**src/rtl/motion_update_broadcaster.sv**
```systemverilog
// Transmit end of the motion-update bus: sweeps every cell, applies one velocity step
// with periodic wrap, and broadcasts each particle's new position and destination cell.
module motion_update_broadcaster #(
  parameter int DATA_WIDTH    = 32,
  parameter int OFFSET_WIDTH  = 8,
  parameter int NUM_CELL      = 4,
  parameter int CELL_ID_WIDTH = 4,
  parameter int ADDR_WIDTH    = 8,
  parameter int PARTICLE_NUM  = 220
) (
  input  logic                       clk,
  input  logic                       rst,
  input  logic                       start,
  output logic [3*CELL_ID_WIDTH-1:0] rd_cell_id,
  output logic [ADDR_WIDTH-1:0]      rd_address,
  output logic                       rd_en,
  input  logic [3*DATA_WIDTH-1:0]    in_pos,
  input  logic [3*DATA_WIDTH-1:0]    in_vel,
  output logic                       motion_update_enable,
  output logic [3*DATA_WIDTH-1:0]    out_data,
  output logic [3*CELL_ID_WIDTH-1:0] out_data_dst_cell,
  output logic                       out_data_valid,
  output logic                       busy,
  output logic                       done
);

  localparam logic [2:0] S_IDLE      = 3'd0;
  localparam logic [2:0] S_RD_CNT    = 3'd1;
  localparam logic [2:0] S_WAIT_CNT  = 3'd2;
  localparam logic [2:0] S_STREAM    = 3'd3;
  localparam logic [2:0] S_DRAIN     = 3'd4;
  localparam logic [2:0] S_NEXT_CELL = 3'd5;
  localparam logic [2:0] S_FINISH    = 3'd6;

  localparam logic signed [DATA_WIDTH:0] BOX_LEN = (DATA_WIDTH+1)'(NUM_CELL << OFFSET_WIDTH);
  localparam logic [CELL_ID_WIDTH-1:0]   LAST_ID = CELL_ID_WIDTH'(NUM_CELL);
  localparam logic [CELL_ID_WIDTH-1:0]   FIRST_ID = CELL_ID_WIDTH'(1);

  logic [2:0]                     r_state;
  logic [CELL_ID_WIDTH-1:0]       r_cell_x, r_cell_y, r_cell_z;
  logic [ADDR_WIDTH-1:0]          r_count, r_addr;
  logic [1:0]                     r_wait;
  logic                           r_rd_part;
  logic                           r_busy, r_enable, r_done;
  logic [3*DATA_WIDTH-1:0]        r_out_data;
  logic [3*CELL_ID_WIDTH-1:0]     r_out_dst;
  logic                           r_out_valid;

  logic                           w_last_cell;
  logic [ADDR_WIDTH-1:0]          w_count;
  logic [3*DATA_WIDTH-1:0]        w_new_pos;
  logic [3*CELL_ID_WIDTH-1:0]     w_dst;

  assign rd_en      = (r_state == S_RD_CNT) || (r_state == S_STREAM);
  assign rd_address = (r_state == S_STREAM) ? r_addr : '0;
  assign rd_cell_id = rd_en ? {r_cell_x, r_cell_y, r_cell_z} : '0;

  assign motion_update_enable = r_enable;
  assign out_data             = r_out_data;
  assign out_data_dst_cell    = r_out_dst;
  assign out_data_valid       = r_out_valid;
  assign busy                 = r_busy;
  assign done                 = r_done;

  assign w_last_cell = (r_cell_x == LAST_ID) && (r_cell_y == LAST_ID) && (r_cell_z == LAST_ID);
  assign w_count = (in_pos[DATA_WIDTH-1:0] > DATA_WIDTH'(PARTICLE_NUM)) ?
                   ADDR_WIDTH'(PARTICLE_NUM) : in_pos[ADDR_WIDTH-1:0];

  // Axis gi = 0/1/2 is x/y/z; data buses are {z,y,x} but cell IDs are {x,y,z}.
  genvar gi;
  generate
    for (gi = 0; gi < 3; gi++) begin : g_axis
      logic signed [DATA_WIDTH:0] w_sum;
      logic [DATA_WIDTH-1:0]      w_wrapped;

      assign w_sum = $signed({1'b0, in_pos[gi*DATA_WIDTH +: DATA_WIDTH]})
                   + $signed({in_vel[gi*DATA_WIDTH+DATA_WIDTH-1], in_vel[gi*DATA_WIDTH +: DATA_WIDTH]});

      always_comb begin
        w_wrapped = w_sum[DATA_WIDTH-1:0];
        if (w_sum < 0)
          w_wrapped = DATA_WIDTH'(w_sum + BOX_LEN);
        else if (w_sum >= BOX_LEN)
          w_wrapped = DATA_WIDTH'(w_sum - BOX_LEN);
      end

      assign w_new_pos[gi*DATA_WIDTH +: DATA_WIDTH] = w_wrapped;
      assign w_dst[(2-gi)*CELL_ID_WIDTH +: CELL_ID_WIDTH] =
        CELL_ID_WIDTH'((w_wrapped >> OFFSET_WIDTH) + DATA_WIDTH'(1));
    end
  endgenerate

  always_ff @(posedge clk) begin
    if (rst) begin
      r_state     <= S_IDLE;
      r_cell_x    <= FIRST_ID;
      r_cell_y    <= FIRST_ID;
      r_cell_z    <= FIRST_ID;
      r_count     <= '0;
      r_addr      <= '0;
      r_wait      <= '0;
      r_rd_part   <= 1'b0;
      r_busy      <= 1'b0;
      r_enable    <= 1'b0;
      r_done      <= 1'b0;
      r_out_data  <= '0;
      r_out_dst   <= '0;
      r_out_valid <= 1'b0;
    end else begin
      // Read data lands one cycle after a particle read; result is registered the next.
      r_done      <= 1'b0;
      r_rd_part   <= (r_state == S_STREAM);
      r_out_valid <= r_rd_part;
      r_out_data  <= r_rd_part ? w_new_pos : '0;
      r_out_dst   <= r_rd_part ? w_dst : '0;

      case (r_state)
        S_IDLE: begin
          if (start) begin
            r_busy   <= 1'b1;
            r_enable <= 1'b1;
            r_state  <= S_RD_CNT;
          end
        end
        S_RD_CNT: r_state <= S_WAIT_CNT;
        S_WAIT_CNT: begin
          r_count <= w_count;
          r_addr  <= ADDR_WIDTH'(1);
          r_state <= (w_count == '0) ? S_NEXT_CELL : S_STREAM;
        end
        S_STREAM: begin
          if (r_addr == r_count) begin
            r_wait  <= '0;
            r_state <= S_DRAIN;
          end else begin
            r_addr <= r_addr + ADDR_WIDTH'(1);
          end
        end
        S_DRAIN: begin
          if (r_wait == 2'd1) r_state <= S_NEXT_CELL;
          else                r_wait  <= r_wait + 2'd1;
        end
        S_NEXT_CELL: begin
          if (r_cell_z != LAST_ID) begin
            r_cell_z <= r_cell_z + FIRST_ID;
          end else begin
            r_cell_z <= FIRST_ID;
            if (r_cell_y != LAST_ID) begin
              r_cell_y <= r_cell_y + FIRST_ID;
            end else begin
              r_cell_y <= FIRST_ID;
              r_cell_x <= (r_cell_x != LAST_ID) ? r_cell_x + FIRST_ID : FIRST_ID;
            end
          end
          if (w_last_cell) begin
            r_enable <= 1'b0;
            r_wait   <= '0;
            r_state  <= S_FINISH;
          end else begin
            r_state <= S_RD_CNT;
          end
        end
        S_FINISH: begin
          // Hold while receivers count their writes and swap buffers.
          if (r_wait == 2'd2) begin
            r_done  <= 1'b1;
            r_busy  <= 1'b0;
            r_state <= S_IDLE;
          end else begin
            r_wait <= r_wait + 2'd1;
          end
        end
        default: r_state <= S_IDLE;
      endcase
    end
  end

endmodule
```
**config.mk**
```make
export PLATFORM = sky130hd
export DESIGN_NAME = motion_update_broadcaster
export DESIGN_NICKNAME = d
export VERILOG_FILES = /design/src/rtl/motion_update_broadcaster.sv
export SDC_FILE = /design/constraint.sdc
export NUM_CORES = 1
export LEC_CHECK = 0
export ABC_AREA = 1
export CAP_MARGIN = 30
export CORE_UTILIZATION = 45
export CTS_BUF_LIST = sky130_fd_sc_hd__clkbuf_4
export DETAILED_ROUTE_END_ITERATION = 10
export PLACE_DENSITY = 0.7
export SETUP_SLACK_MARGIN = 0.15
export SKIP_CTS_REPAIR_TIMING = 1
export SYNTH_ARGS = -nofsm -noshare
export SYNTH_HDL_FRONTEND = slang
export SYNTH_SLANG_ARGS = --single-unit
export TNS_END_PERCENT = 5
```
**constraint.sdc**
```tcl
create_clock -name clk -period 4.4 [get_ports clk]
set_clock_uncertainty 0.05 [all_clocks]
set_input_delay 0.44 -clock clk [delete_from_list [all_inputs] [get_ports clk]]
set_output_delay 0.44 -clock clk [all_outputs]
set_load 0.1 [all_outputs]
```
==> flow_metrics.tcl, run 1 <==
set metrics [dict create \
    register_area_mm2 0.00292 \
    via_count 20800 \
    ios 328 \
    p_leak_nw 11.2 \
    io_buffers 327 \
    clock_path_buffers 2 \
    cts.sinks 146 \
    initial_core_util 0.462 \
    synth_top_area_share 0.228 \
    cts_root_buf "clkbuf_4" \
    drtIter0Drc 1542 \
    first_pass_iters 6 \
    syn_area_mm2 0.0175 \
    antenna_found_initial 1 \
    coreArea_mm2 0.0379 \
    synth_xor_xnor_area_share 0.0651 \
    die_w_um 199 \
    grt_start_max_net_pins 39 \
    synth_top_family_by_area "simple AND/OR/NAND/NOR gates" \
    grt_pass1_wl_um 101000 \
    setup_viol 0 \
    synth_largest_area_cell "nand2_1" \
    period_minus_slack_ns 3.75 \
    async_reset_ff_frac 0 \
    numCtsBuffers 17 \
    maxCapViolCount 0 \
    finalHoldViolCount 0 \
    row_count 71 \
    maxSlewViolCount 0 \
    stdcell_count 4004 \
    yosys.area_share.simple 0.487 \
    ir_worst_vdd_uv 164 \
    endpoint_kind "flop" \
    finalWeightedCongestion 0.999 \
    cp.required_ns 4.91 \
    avgRoutedWirePerCell_um 16.1 \
    detail-route-antenna-nets 0 \
    rsz0062_at_grt "no" \
    syn_inst 3121 \
    final_nets 3797 \
    synth-main-ff-cell "dfxtp_1" \
    multiInputGateArea_mm2 0.0124 \
    critical_path.max_fanout 20 \
    outcome "complete, no violations" \
    clk_pin_slew_ns 0.15 \
    power_mw 5.54 \
    dieArea_mm2 0.0397 \
    worst_slack_ns 0.650 \
    drc 0 \
    maxSlewHeadroom 0.316 \
    die_y_um 199 \
    ys_warn_count 0 \
    synth.area.mux_share 0 \
    cts_tree "done" \
    drt-total-wl_um 64500 \
    reg2reg_slack_ns 1.61 \
    worstMarginPinSlew_ns 1.02 \
    worstHoldPathType "in -> reg" \
    grt_pass1_vias 19900 \
    pre_cts_slack_ns 0.113 \
    arrival_ns 4.25 \
    gr-total-overflow 0 \
    final_core_util 0.582 \
    fill_cells 3849 \
    avgSynthCellArea_um2 5.61 \
    detailed_place_hpwl_um 54500 \
    synth_edf_count 0 \
    placed_cells 3971 \
    max_clock_freq_mhz 267 \
    yosysUniqueCellTypes 51 \
    cts_max_level 4 \
    vias_per_cell 5.18 \
    final_layout_size_suffix_gt1_frac 0.0830 \
    yosys-top-cells-area "nand2_1 (23%), dfxtp_1 (17%), inv_1 (11%), ha_1 (8.6%), nor2_1 (8.0%)" \
    p_per_area_mw_per_mm2 251 \
    syn_nets 3439 \
    min_period_over_period 0.852 \
    syn_to_final_growth_pct 26.1 \
    fin_tns_setup_ns 0 \
    grt_use_total 0.325 \
    synthAdderAreaFrac 0.0892 \
    synth_seq_cells 146 \
    clkLatencyLatePin_ns 0.64 \
    startpoint_type "primary input" \
    synth-seq-area-share 0.167 \
    synth_compound_area_frac 0.0676 \
    crit_type "in -> reg" \
]
## path summary, 6_finish.rpt
kind	from	endpoint	cells after the start
setup / recovery	in_pos[3]	out_data[25]$_SDFF_PP0_	21
hold / removal	in_pos[0]	r_count[0]$_SDFFE_PP0P_	3
setup reg to reg	r_state[2]$_SDFFE_PP0P_	r_cell_x[2]$_SDFFE_PP0P_	10
hold reg to reg	motion_update_enable$_SDFFE_PP0P_	motion_update_enable$_SDFFE_PP0P_	2
## layout make-up
type                       instances  share of cell area
sequential                       146               0.132
timing repair buffer             364               0.169
tap                              511              0.0290
antenna                            1            0.000113
inverter                         547              0.0930
multi-input combinational       2403               0.562
clock buffer                      17             0.00578
clock inverter                    15             0.00844
## synth_stat cells, drive strengths merged (10+ instances only)
| cell type | count |
|---|---|
| nand2 | 1146 |
| inv | 541 |
| nor2 | 410 |
| nand3 | 225 |
| a21oi | 146 |
| dfxtp | 146 |
| ha | 120 |
| xor2 | 114 |
| nand4 | 59 |
| nor3 | 53 |
| o21ai | 47 |
| clkbuf | 15 |
| xnor2 | 14 |
| and2 | 12 |
| nand3b | 11 |
| nor4 | 11 |
| buf | 10 |
## cell families after synthesis
group / after synthesis
simple gates: 1939
xor+xnor: 128
compound gates: 213
fa+ha+maj: 123
flops: 146
buf+inv: 572
## registers in the layout, summed over array words and instances, names as in the netlist
name / count
r_rd_part: 1
out_data_valid: 1
out_data_dst_cell: 12
motion_update_enable: 1
r_count: 8
r_addr: 8
done: 1
r_state: 3
r_wait: 2
r_cell_x: 4
busy: 1
r_cell_y: 4
r_cell_z: 4
out_data: 96
## power breakdown
part	switching (mW)	total, mW	internal (mW)
sequential	0.0373	1.41	1.37
clock	0.663	0.982	0.320
combinational	2.16	3.14	0.986
## cells in the final DEF, fill, tap and decap left out, drive strengths merged
master	n
fa	3
and3	5
nor2	410
a21o	2
nand4	59
diode	1
clkinvlp	1
buf	49
o21a	1
inv	549
a21boi	1
nor3	53
bufinv	1
o21ai	47
nand3b	11
xor2	114
clkbuf	17
clkinv	11
dfxtp	146
o31ai	2
o2111ai	1
nand2	1146
o211ai	2
xnor2	14
o21bai	6
and2	12
nand3	225
or2	3
o221ai	2
clkdlybuf4s50	315
nor3b	4
nor4	11
ha	120
a31oi	3
a21oi	146
## critical path, cell delays in order
cell	delay (ns)
clkdlybuf4s50_1	0.51
ha_1	0.42
nand2_1	0.12
nor2_1	0.15
nand3_1	0.10
nand2_1	0.19
nand2_1	0.10
nand2_1	0.11
nand2_1	0.06
nand2_1	0.19
ha_1	0.21
nand4_1	0.10
nor2_1	0.10
nand3_1	0.08
nor2_1	0.26
nand3_1	0.13
nor2_1	0.12
nand4_1	0.12
nand2_2	0.40
o21ai_0	0.17
a21oi_1	0.15
## per-layer routing
metal / vias to the layer above / track usage / part of all wire
met5: - / 0 / 0
met4: 0 / 0.170 / 0.050
met3: 162 / 0.0419 / 0.065
met2: 861 / 0.559 / 0.47
met1: 9363 / 0.394 / 0.42
li1: 10400 / - / -
## per-stage QoR
| stage | area (um2) | hold slack, ns |
|---|---|---|
| finish | 22100 | 0.371 |
| detailed placement | 21800 | 0.412 |
| CTS | 22100 | 0.318 |
| floorplan | 17500 | 0.414 |
| global route | 22100 | 0.356 |
| global placement | 21500 | 0.409 |
(Power assumes the default switching activity.)
==> inputs of run 2 (changes only) <==
--- a/config.mk
+++ b/config.mk
@@ -9,10 +9,13 @@
 export CAP_MARGIN = 30
 export CORE_UTILIZATION = 45
 export CTS_BUF_LIST = sky130_fd_sc_hd__clkbuf_4
+export CTS_CLUSTER_SIZE = 16
 export DETAILED_ROUTE_END_ITERATION = 10
 export PLACE_DENSITY = 0.7
 export SETUP_SLACK_MARGIN = 0.15
 export SKIP_CTS_REPAIR_TIMING = 1
+export SKIP_LAST_GASP = 1
+export SLEW_MARGIN = 20
 export SYNTH_ARGS = -nofsm -noshare
 export SYNTH_HDL_FRONTEND = slang
 export SYNTH_SLANG_ARGS = --single-unit
==> results of run 2 <==
Same layout as run 1: the final DEF is identical, and so are final timing and power.
